<file path="src/rtl/bhr_ckpt_pkg.sv">
// Shared fetch-side constants and types for branch-history checkpointing.
package bhr_ckpt_pkg;
  localparam int BHR_W = 16;
  localparam int DEPTH = 16;
  localparam int ID_W  = 4;
  localparam int RET_W = 4;

  typedef logic [ID_W-1:0] ckpt_id_t;
  typedef logic [ID_W:0]   ckpt_ptr_t;
endpackage

</file>
<file path="src/rtl/bhr_ckpt_ram.sv">
// Checkpoint storage: one write port, one registered read port.
module bhr_ckpt_ram
  import bhr_ckpt_pkg::*;
#(
  parameter int W_DEPTH = DEPTH,
  parameter int W_BHR   = BHR_W,
  parameter int W_ID    = ID_W
) (
  input  logic              clk,
  input  logic              reset,
  input  logic              i_we,
  input  logic [W_ID-1:0]   i_waddr,
  input  logic [W_BHR-1:0]  i_wdata,
  input  logic              i_re,
  input  logic [W_ID-1:0]   i_raddr,
  output logic [W_BHR-1:0]  o_rdata
);
  logic [W_BHR-1:0] r_mem [W_DEPTH];

  always_ff @(posedge clk) begin
    if (i_we) r_mem[i_waddr] <= i_wdata;
  end

  // Read register is reset so the exported snapshot is 0 out of reset.
  always_ff @(posedge clk or posedge reset) begin
    if (reset)     o_rdata <= '0;
    else if (i_re) o_rdata <= r_mem[i_raddr];
  end
endmodule

</file>
<file path="src/rtl/bhr_ckpt_ctrl.sv">
// In-order BHR checkpoint manager: allocate at predict, free at retire, repair on mispredict.
module bhr_ckpt_ctrl
  import bhr_ckpt_pkg::*;
#(
  parameter int P_BHR_W = BHR_W,
  parameter int P_DEPTH = DEPTH,
  parameter int P_ID_W  = ID_W,
  parameter int P_RET_W = RET_W
) (
  input  logic                clk,
  input  logic                reset,
  input  logic                stall_i,
  input  logic                alloc_i,
  input  logic [P_BHR_W-1:0]  alloc_bhr_i,
  output logic                alloc_ready_o,
  output logic [P_ID_W-1:0]   alloc_id_o,
  input  logic [2:0]          retire_cnt_i,
  input  logic                recover_i,
  input  logic [P_ID_W-1:0]   recover_id_i,
  output logic                recover_valid_o,
  output logic [P_BHR_W-1:0]  recover_bhr_o,
  output logic [P_ID_W:0]     count_o,
  output logic                full_o,
  output logic                empty_o,
  output logic                err_o
);
  logic [P_ID_W:0]   r_head, r_tail;
  logic              r_err, r_rvalid;
  logic [P_ID_W:0]   w_count, w_ret_ext, w_ret_eff, w_new_head;
  logic [P_ID_W:0]   w_rec_keep, w_rec_tail, w_tail_nxt;
  logic [P_ID_W-1:0] w_rec_off;
  logic              w_full, w_alloc, w_ret_big, w_ret_over;
  logic              w_rec_in, w_rec_over, w_rec_err;

  assign w_count   = r_tail - r_head;
  assign w_full    = (w_count == (P_ID_W+1)'(P_DEPTH));
  assign w_alloc   = alloc_i & ~stall_i & ~w_full & ~recover_i;

  assign w_ret_ext  = (P_ID_W+1)'(retire_cnt_i);
  assign w_ret_big  = (retire_cnt_i > 3'(P_RET_W));
  assign w_ret_over = (w_ret_ext > w_count);
  assign w_ret_eff  = w_ret_over ? w_count : w_ret_ext;
  assign w_new_head = r_head + w_ret_eff;

  // Distance of the mispredicted entry from head; live iff it is below count.
  assign w_rec_off  = recover_id_i - r_head[P_ID_W-1:0];
  assign w_rec_keep = {1'b0, w_rec_off} + 1'b1;
  assign w_rec_in   = ({1'b0, w_rec_off} < w_count);
  assign w_rec_tail = r_head + w_rec_keep;
  assign w_rec_over = (w_ret_eff > w_rec_keep);
  assign w_rec_err  = recover_i & (~w_rec_in | w_rec_over);

  always_comb begin
    w_tail_nxt = r_tail;
    if (recover_i) begin
      if (!w_rec_in)       w_tail_nxt = r_tail;
      else if (w_rec_over) w_tail_nxt = w_new_head;
      else                 w_tail_nxt = w_rec_tail;
    end else if (w_alloc) begin
      w_tail_nxt = r_tail + 1'b1;
    end
  end

  always_ff @(posedge clk or posedge reset) begin
    if (reset) begin
      r_head   <= '0;
      r_tail   <= '0;
      r_err    <= 1'b0;
      r_rvalid <= 1'b0;
    end else begin
      r_head   <= w_new_head;
      r_tail   <= w_tail_nxt;
      r_err    <= r_err | w_ret_big | w_ret_over | w_rec_err;
      r_rvalid <= recover_i;
    end
  end

  bhr_ckpt_ram #(
    .W_DEPTH(P_DEPTH), .W_BHR(P_BHR_W), .W_ID(P_ID_W)
  ) u_ram (
    .clk     (clk),
    .reset   (reset),
    .i_we    (w_alloc),
    .i_waddr (r_tail[P_ID_W-1:0]),
    .i_wdata (alloc_bhr_i),
    .i_re    (recover_i),
    .i_raddr (recover_id_i),
    .o_rdata (recover_bhr_o)
  );

  assign alloc_ready_o   = ~w_full;
  assign alloc_id_o      = r_tail[P_ID_W-1:0];
  assign count_o         = w_count;
  assign full_o          = w_full;
  assign empty_o         = (w_count == '0);
  assign err_o           = r_err;
  assign recover_valid_o = r_rvalid;
endmodule

</file>
<file path="config.mk">
export PLATFORM = sky130hd
export DESIGN_NAME = bhr_ckpt_ctrl
export DESIGN_NICKNAME = d
export VERILOG_FILES = /design/src/rtl/bhr_ckpt_pkg.sv /design/src/rtl/bhr_ckpt_ram.sv /design/src/rtl/bhr_ckpt_ctrl.sv
export SDC_FILE = /design/constraint.sdc
export NUM_CORES = 1
export LEC_CHECK = 0
export CAP_MARGIN = 30
export CORE_AREA = 2 2 141 178
export CTS_CLUSTER_DIAMETER = 80
export CTS_CLUSTER_SIZE = 40
export DETAILED_ROUTE_END_ITERATION = 16
export DIE_AREA = 0 0 143 180
export PLACE_DENSITY = 0.65
export SLEW_MARGIN = 25
export SYNTH_ARGS = -nofsm -noshare
export SYNTH_HDL_FRONTEND = slang
export SYNTH_SLANG_ARGS = --single-unit
</file>
<file path="constraint.sdc">
create_clock -name clk -period 9.1 [get_ports clk]
set_input_delay 2.275 -clock clk [delete_from_list [all_inputs] [get_ports clk]]
set_output_delay 2.275 -clock clk [all_outputs]
set_load 0.05 [all_outputs]
</file>
==> results of run 1 <==
[final timing paths]
path	startpoint	to	slack (ns)
min	err_o$_DFF_PP0_	err_o$_DFF_PP0_	0.50
min reg2reg	err_o$_DFF_PP0_	err_o$_DFF_PP0_	0.50
max reg2reg	r_tail[0]$_DFFE_PP0P_	r_tail[1]$_DFFE_PP0P_	3.94
max	recover_id_i[2]	r_tail[1]$_DFFE_PP0P_	3.10
min in group asynchronous	reset	u_ram.o_rdata[14]$_DFFE_PP0P_	2.20
max in group asynchronous	reset	u_ram.o_rdata[5]$_DFFE_PP0P_	6.55
[worst reg2reg max path: cells and delay by family, from the launching register on]
family	cells	cell delay (ns)
adders and majority gates	4	1.27
AOI/OAI and AO/OA	6	1.42
muxes	2	0.64
buffers and inverters	3	0.40
xor gates and xnor gates	1	0.21
DFF	1	0.48
and+or+nand+nor	2	0.67
[cells by family after synthesis]
family / share of synthesized area (%)
DFF: 70.6
muxes: 17.6
and+or+nand+nor: 2.69
buffers and inverters: 1.98
adders and majority gates: 3.94
AOI/OAI and AO/OA: 1.93
xor gates and xnor gates: 1.25
other: 0.0316
[cells in the mapped netlist, drive strengths merged, types with 3 or more instances]
| master | instances | area share [%] |
|---|---|---|
| o21a | 3 | 0.19 |
| fa | 4 | 0.67 |
| nor2 | 5 | 0.16 |
| dfrtp | 28 | 5.9 |
| xor2 | 8 | 0.59 |
| a21o | 5 | 0.32 |
| and3 | 6 | 0.32 |
| mux2i | 6 | 0.51 |
| buf | 14 | 0.74 |
| edfxtp | 256 | 65 |
| nand3 | 7 | 0.29 |
| nand2 | 3 | 0.095 |
| inv | 24 | 0.76 |
| xnor2 | 9 | 0.66 |
| clkbuf | 14 | 0.44 |
| mux2 | 20 | 1.9 |
| a21oi | 10 | 0.42 |
| nor3 | 7 | 0.29 |
| o21ai | 7 | 0.29 |
| ha | 31 | 3.3 |
| and2 | 13 | 0.68 |
| mux4 | 80 | 15 |
| nor2b | 4 | 0.21 |
[layout make-up]
cell class / instances / area [um^2] / share of cell area (%)
multi-input combinational: 250 / 3270 / 24.6
clock buffer: 11 / 275 / 2.07
inverter: 25 / 95.1 / 0.717
tap: 330 / 413 / 3.11
clock inverter: 6 / 70.1 / 0.528
timing repair buffer: 80 / 756 / 5.70
sequential: 284 / 8390 / 63.2
antenna: 1 / 2.50 / 0.0189
[per-layer routing]
| metal | global-route usage (%) | wire length, um | vias to the layer above |
|---|---|---|---|
| met5 | 0 | 11 | - |
| met4 | 5.74 | 527 | 2 |
| met3 | 3.28 | 1490 | 32 |
| met2 | 32.3 | 12500 | 176 |
| met1 | 27.6 | 10300 | 3043 |
| li1 | - | - | 2485 |
[state kept, by name (all words and copies together) (netlist names)]
name	count
u_ram.o_rdata	16
recover_valid_o	1
r_tail	5
u_ram.r_mem	256
err_o	1
r_head	5
[through the flow]
step / total power (uW) / instances
global placement: 2970 / 968
finish: 3630 / 987
floorplan: 2640 / 587
global route: 3840 / 987
detailed placement: 3020 / 968
CTS: 3650 / 985
[report_power, final]
group          internal [uW]  leakage, uW  switching, uW
combinational            586      0.00166            855
sequential              1490      0.00263           61.8
clock                    260     0.000163            370
==> impl_metrics.env, run 1 <==
export IMPL_outcome="finished clean"
export IMPL_critical_path_endpoint_type="flop"
export IMPL_timing_critical_path_arrival_ns=6.39
export IMPL_dpl_cell_area_um2=12900
export IMPL_drt_vias_per_instance=5.81
export IMPL_finalWirelength_um=24900
export IMPL_path_max_fanout=17
export IMPL_synth_cell_type_count=46
export IMPL_first_iter_violations=599
export IMPL_grt_first_pass_wirelength_um=37300
export IMPL_post_route_min_period_ns=6.00
export IMPL_ys_flop_type="sky130_fd_sc_hd__edfxtp_1"
export IMPL_cts_sink_count=284
export IMPL_num_io_pins=58
export IMPL_drive_gt1_share_pct=22.3
export IMPL_cts_htree_levels=1
export IMPL_grt_antenna_before_repair=2
export IMPL_max_slew_margin_pct=46.0
export IMPL_vias=5738
export IMPL_dp_hpwl_um=14800
export IMPL_first_global_vias=6045
export IMPL_floorplan_die_area_um2=25700
export IMPL_io_buffers=57
export IMPL_timing_final_hold_violations=0
export IMPL_cts_hold_buf=0
export IMPL_cts_buffer_depth=3
export IMPL_clkLatencyLatePin_ns=0.49
export IMPL_period_share_pct=65.9
export IMPL_postLayoutCoreUtil_pct=55.0
export IMPL_grt_total_usage_pct=19.7
export IMPL_tritoncts="built"
export IMPL_drt_pre_antenna_iters=4
export IMPL_layout_nets=715
export IMPL_start_util_pct=49.3
export IMPL_layout_commonest_cell="sky130_fd_sc_hd__edfxtp_1"
export IMPL_drcViolationCount=0
export IMPL_synth_yosys_warnings=0
export IMPL_synth_edff_count=256
export IMPL_ys_seq_area_share_pct=70.6
export IMPL_setup_ws_ns=3.10
export IMPL_drv_max_cap_violation_count=0
export IMPL_timing_hold_ws_ns=0.504
export IMPL_cpLargestDelayFamily="compound AO/OA/AOI/OAI gates"
export IMPL_cp_start_kind="input port"
export IMPL_crit_path_kind="in -> reg"
export IMPL_clock_tree_root_cell="sky130_fd_sc_hd__clkbuf_16"
export IMPL_buffers_inserted_during_post_cts_setup_optimization=0
export IMPL_skew_ns=0.0165
export IMPL_grt_setup_unrepaired="false"
export IMPL_totalNegativeSetupSlack_ns=0
export IMPL_critical_path_cell_count=15
export IMPL_row_count=64
export IMPL_die_span_in_x_um=143
export IMPL_floorplan_die_height_um=180
export IMPL_leakage_uw=0.00445
export IMPL_synthToLayoutAreaGrowth_pct=11.7
export IMPL_critPathMaxStageDelay_ns=0.60
export IMPL_postSynthRegisterBits=284
export IMPL_place_ws_ns=2.48
export IMPL_gp_congestion=0.794
export IMPL_p_per_area_nw_per_um2=273
export IMPL_worst_hold_stages=2
export IMPL_timing_critical_path_buf_inv=3
export IMPL_finalSetupViolCount=0
export IMPL_async_reset_ff_share_pct=9.86
export IMPL_worst_hold_path_type="reg -> reg"
export IMPL_ir_drop_v=0.000144
export IMPL_slowest_stage="sky130_fd_sc_hd__a31oi_1"
export IMPL_filler_cell_count=1826
export IMPL_coreArea_um2=24100
export IMPL_worstPathCellList="clkdlybuf4s50_1 -> buf_4 -> ha_1 -> a21oi_1 -> nand2_1 -> xnor2_1 -> xnor2_1 -> inv_1 -> ha_1 -> and3_1 -> and3_1 -> a31oi_1 -> mux2i_1 -> a32o_1 -> a311oi_2"
export IMPL_syn_avg_cell_area_um2=20.3
export IMPL_layout_cell_area_non_filler_um2=13300
export IMPL_route_detailed_wl_per_inst_um=25.2
export IMPL_timing_reg2reg_worst_path_depth=18
export IMPL_final_antenna_net_count=0
export IMPL_cts_reportedPaths_clkPinSlew_ns=0.12
export IMPL_drv_slew=0
export IMPL_globalRoute_totalOverflow=0
export IMPL_worst_ep_required_time_ns=9.50
export IMPL_grt_start_max_net_pins=67
export IMPL_number_of_instances_resized_during_post_cts_repair=0
export IMPL_worst_pin_slew_ns=0.807
export IMPL_timing_fmax_mhz=167
export IMPL_numCtsBuffers=11
export IMPL_syn_area_um2=11900
export IMPL_mostFrequentLayoutCells="256 x sky130_fd_sc_hd__edfxtp_1, 80 x sky130_fd_sc_hd__mux4_2, 55 x sky130_fd_sc_hd__clkdlybuf4s50_1, 31 x sky130_fd_sc_hd__ha_1, 28 x sky130_fd_sc_hd__dfrtp_1"
export IMPL_postSynthCellCount=585
Power figures use the tool's default switching activity.
==> inputs of run 2 (changes only) <==
Settings changed: PLACE_DENSITY 0.65 to 0.68.
Clock period 9.1 ns to 5 ns, I/O delays scaled along.
==> run 2 against run 1 <==
Net effect:
- critical path depth shrank 6
- non-clock buffer count is 3 lower
- combinational power up 87%
- die area stayed put
- largest cell class unchanged
- largest power group unchanged
- setup slack lost 2.8 ns
==> impl_metrics.env, run 2 (synthesis results as in run 1) <==
export IMPL_route_detailed_wl_per_inst_um=25.0
export IMPL_totalNegativeSetupSlack_ns=0
export IMPL_cts_sink_count=284
export IMPL_buffers_inserted_during_post_cts_setup_optimization=0
export IMPL_skew_ns=0.0264
export IMPL_clock_tree_root_cell="sky130_fd_sc_hd__clkbuf_16"
export IMPL_insertedDiodeCount=0
export IMPL_cts_buffer_depth=3
export IMPL_tritoncts="built"
export IMPL_drt_pre_antenna_iters=5
export IMPL_multi_input_gate_area_um2=3290
export IMPL_met3_usage_pct=1.73
export IMPL_grt_setup_unrepaired="false"
export IMPL_layout_nets=712
export IMPL_cp_start_kind="flop"
export IMPL_grt_first_pass_wirelength_um=37200
export IMPL_worst_pin_slew_ns=0.966
export IMPL_drt_vias_per_instance=5.78
export IMPL_grt_antenna_before_repair=0
export IMPL_dp_hpwl_um=15100
export IMPL_worst_ep_required_time_ns=3.75
export IMPL_floorplan_die_height_um=180
export IMPL_routing_usage_on_met1_pct=26.5
export IMPL_crit_path_kind="reg -> out"
export IMPL_leakage_uw=0.00445
export IMPL_drcViolationCount=0
export IMPL_cts_htree_levels=1
export IMPL_drv_slew=0
export IMPL_busiest_layer="met2"
export IMPL_period_share_pct=94.6
export IMPL_setup_ws_ns=0.269
export IMPL_largest_register_ff_count=256
export IMPL_use_met2_pct=34.4
export IMPL_layout_commonest_cell="sky130_fd_sc_hd__edfxtp_1"
export IMPL_synthToLayoutAreaGrowth_pct=11.3
export IMPL_vias=5680
export IMPL_worst_hold_path_type="reg -> reg"
export IMPL_outcome="finished clean"
export IMPL_drive_gt1_share_pct=22.7
export IMPL_timing_final_hold_violations=0
export IMPL_first_iter_violations=477
export IMPL_grt_start_max_net_pins=65
export IMPL_clkLatencyLatePin_ns=0.50
export IMPL_cell_internal_pwr_uw=4230
export IMPL_netsw_uw=2400
export IMPL_sw_frac_of_total_pct=36.2
export IMPL_row_count=64
export IMPL_gp_congestion=0.847
export IMPL_place_ws_ns=0.0816
export IMPL_mostFrequentLayoutCells="256 x sky130_fd_sc_hd__edfxtp_1, 80 x sky130_fd_sc_hd__mux4_2, 54 x sky130_fd_sc_hd__clkdlybuf4s50_1, 31 x sky130_fd_sc_hd__ha_1, 28 x sky130_fd_sc_hd__dfrtp_1"
export IMPL_layout_cell_area_non_filler_um2=13200
export IMPL_coreArea_um2=24100
export IMPL_ir_drop_v=0.000277
export IMPL_combinationalPowerShare_pct=40.6
export IMPL_io_buffers=57
export IMPL_num_io_pins=58
export IMPL_grt_total_usage_pct=19.7
export IMPL_numCtsBuffers=11
export IMPL_timing_critical_path_arrival_ns=3.48
export IMPL_start_util_pct=49.3
export IMPL_p_per_area_nw_per_um2=502
export IMPL_timing_reg2reg_worst_path_depth=19
export IMPL_max_slew_margin_pct=35.6
export IMPL_drv_max_cap_violation_count=0
export IMPL_first_global_vias=6102
export IMPL_seqPwrFrac_pct=42.6
export IMPL_finalSetupViolCount=0
export IMPL_clkPwrFrac_pct=16.8
export IMPL_cts_hold_buf=0
export IMPL_die_span_in_x_um=143
export IMPL_critical_path_endpoint_type="output pin"
export IMPL_cts_reportedPaths_clkPinSlew_ns=0.14
export IMPL_post_route_min_period_ns=4.73
export IMPL_globalRoute_totalOverflow=0
export IMPL_registers_top_by_ff_count="u_ram.r_mem"
export IMPL_finalWirelength_um=24600
export IMPL_final_antenna_net_count=0
export IMPL_filler_cell_count=1825
export IMPL_placed_instances=966
export IMPL_dpl_cell_area_um2=12900
export IMPL_worst_hold_stages=2
export IMPL_timing_fmax_mhz=211
export IMPL_largest_registers="u_ram.r_mem (256), u_ram.o_rdata (16)"
export IMPL_postLayoutCoreUtil_pct=54.9
export IMPL_regArea_um2=8390
export IMPL_layoutNonFillerInstCount=983
export IMPL_floorplan_die_area_um2=25700
export IMPL_path_max_fanout=5
-- run 2: cell types whose count changed in the layout (fill, tap and decap cells not counted), moves of 2 or more --
cell,change
sky130_fd_sc_hd__buf_4,-2
sky130_fd_sc_hd__and2_1,-4
sky130_fd_sc_hd__and2_2,+4
sky130_fd_sc_hd__clkbuf_1,+2
-- run 2: through the flow --
step	hold WS, ns	total power [uW]
6_report	0.498	6630
5_1_grt	0.517	6990
4_1_cts	0.496	6670
3_5_place_dp	0.465	5560
3_3_place_gp	0.462	5450
2_1_floorplan	0.523	4810
-- run 2: final cells by class --
type / instances / area share (%)
inverters: 25 / 0.719
clock inverters: 4 / 0.341
flip-flops and latches: 284 / 63.4
multi-input cells: 250 / 24.8
well taps: 330 / 3.12
clock buffers: 13 / 2.14
repair buffers: 77 / 5.41
-- run 2: final timing paths --
check                                            from  slack [ns]                       endpoint
worst min-delay path                  err_o$_DFF_PP0_        0.50                err_o$_DFF_PP0_
max in group asynchronous                       reset        3.52  u_ram.o_rdata[11]$_DFFE_PP0P_
worst max register to register  r_tail[0]$_DFFE_PP0P_        0.38          r_tail[1]$_DFFE_PP0P_
worst max-delay path            r_tail[0]$_DFFE_PP0P_        0.27                  alloc_ready_o
min in group asynchronous                       reset        1.14   u_ram.o_rdata[1]$_DFFE_PP0P_
worst min register to register        err_o$_DFF_PP0_        0.50                err_o$_DFF_PP0_
-- run 2: metal layers --
metal	share of wire [%]	vias to the layer above
li1	-	2478
met1	39	3004
met2	54	165
met3	5.0	33
met4	2.2	0
met5	0	-
-- run 2: critical path, stage by stage (launching register included) --
cell and delay [ns]:
sky130_fd_sc_hd__dfrtp_1 0.47, sky130_fd_sc_hd__inv_1 0.21, sky130_fd_sc_hd__ha_1 0.21, sky130_fd_sc_hd__inv_1 0.06
sky130_fd_sc_hd__fa_1 0.41, sky130_fd_sc_hd__nand3_1 0.12, sky130_fd_sc_hd__a21oi_1 0.06, sky130_fd_sc_hd__or2_2 0.34
sky130_fd_sc_hd__or3_4 0.40, sky130_fd_sc_hd__clkdlybuf4s50_1 0.71
-- run 2: repair_timing --
action / in CTS / in global routing
hold endpoints to repair: 0 / 0
endpoints found under the setup margin: 0 / 4
gates resized for setup: 0 / 2
-- run 2: power groups by stage --
stage | logic, uW | registers, uW | clock network (uW)
5_1_grt | 2930 | 2840 | 1220
4_1_cts | 2690 | 2830 | 1150
3_3_place_gp | 2570 | 2870 | 0
2_1_floorplan | 1890 | 2920 | 0
6_report | 2690 | 2830 | 1110
3_5_place_dp | 2680 | 2880 | 0
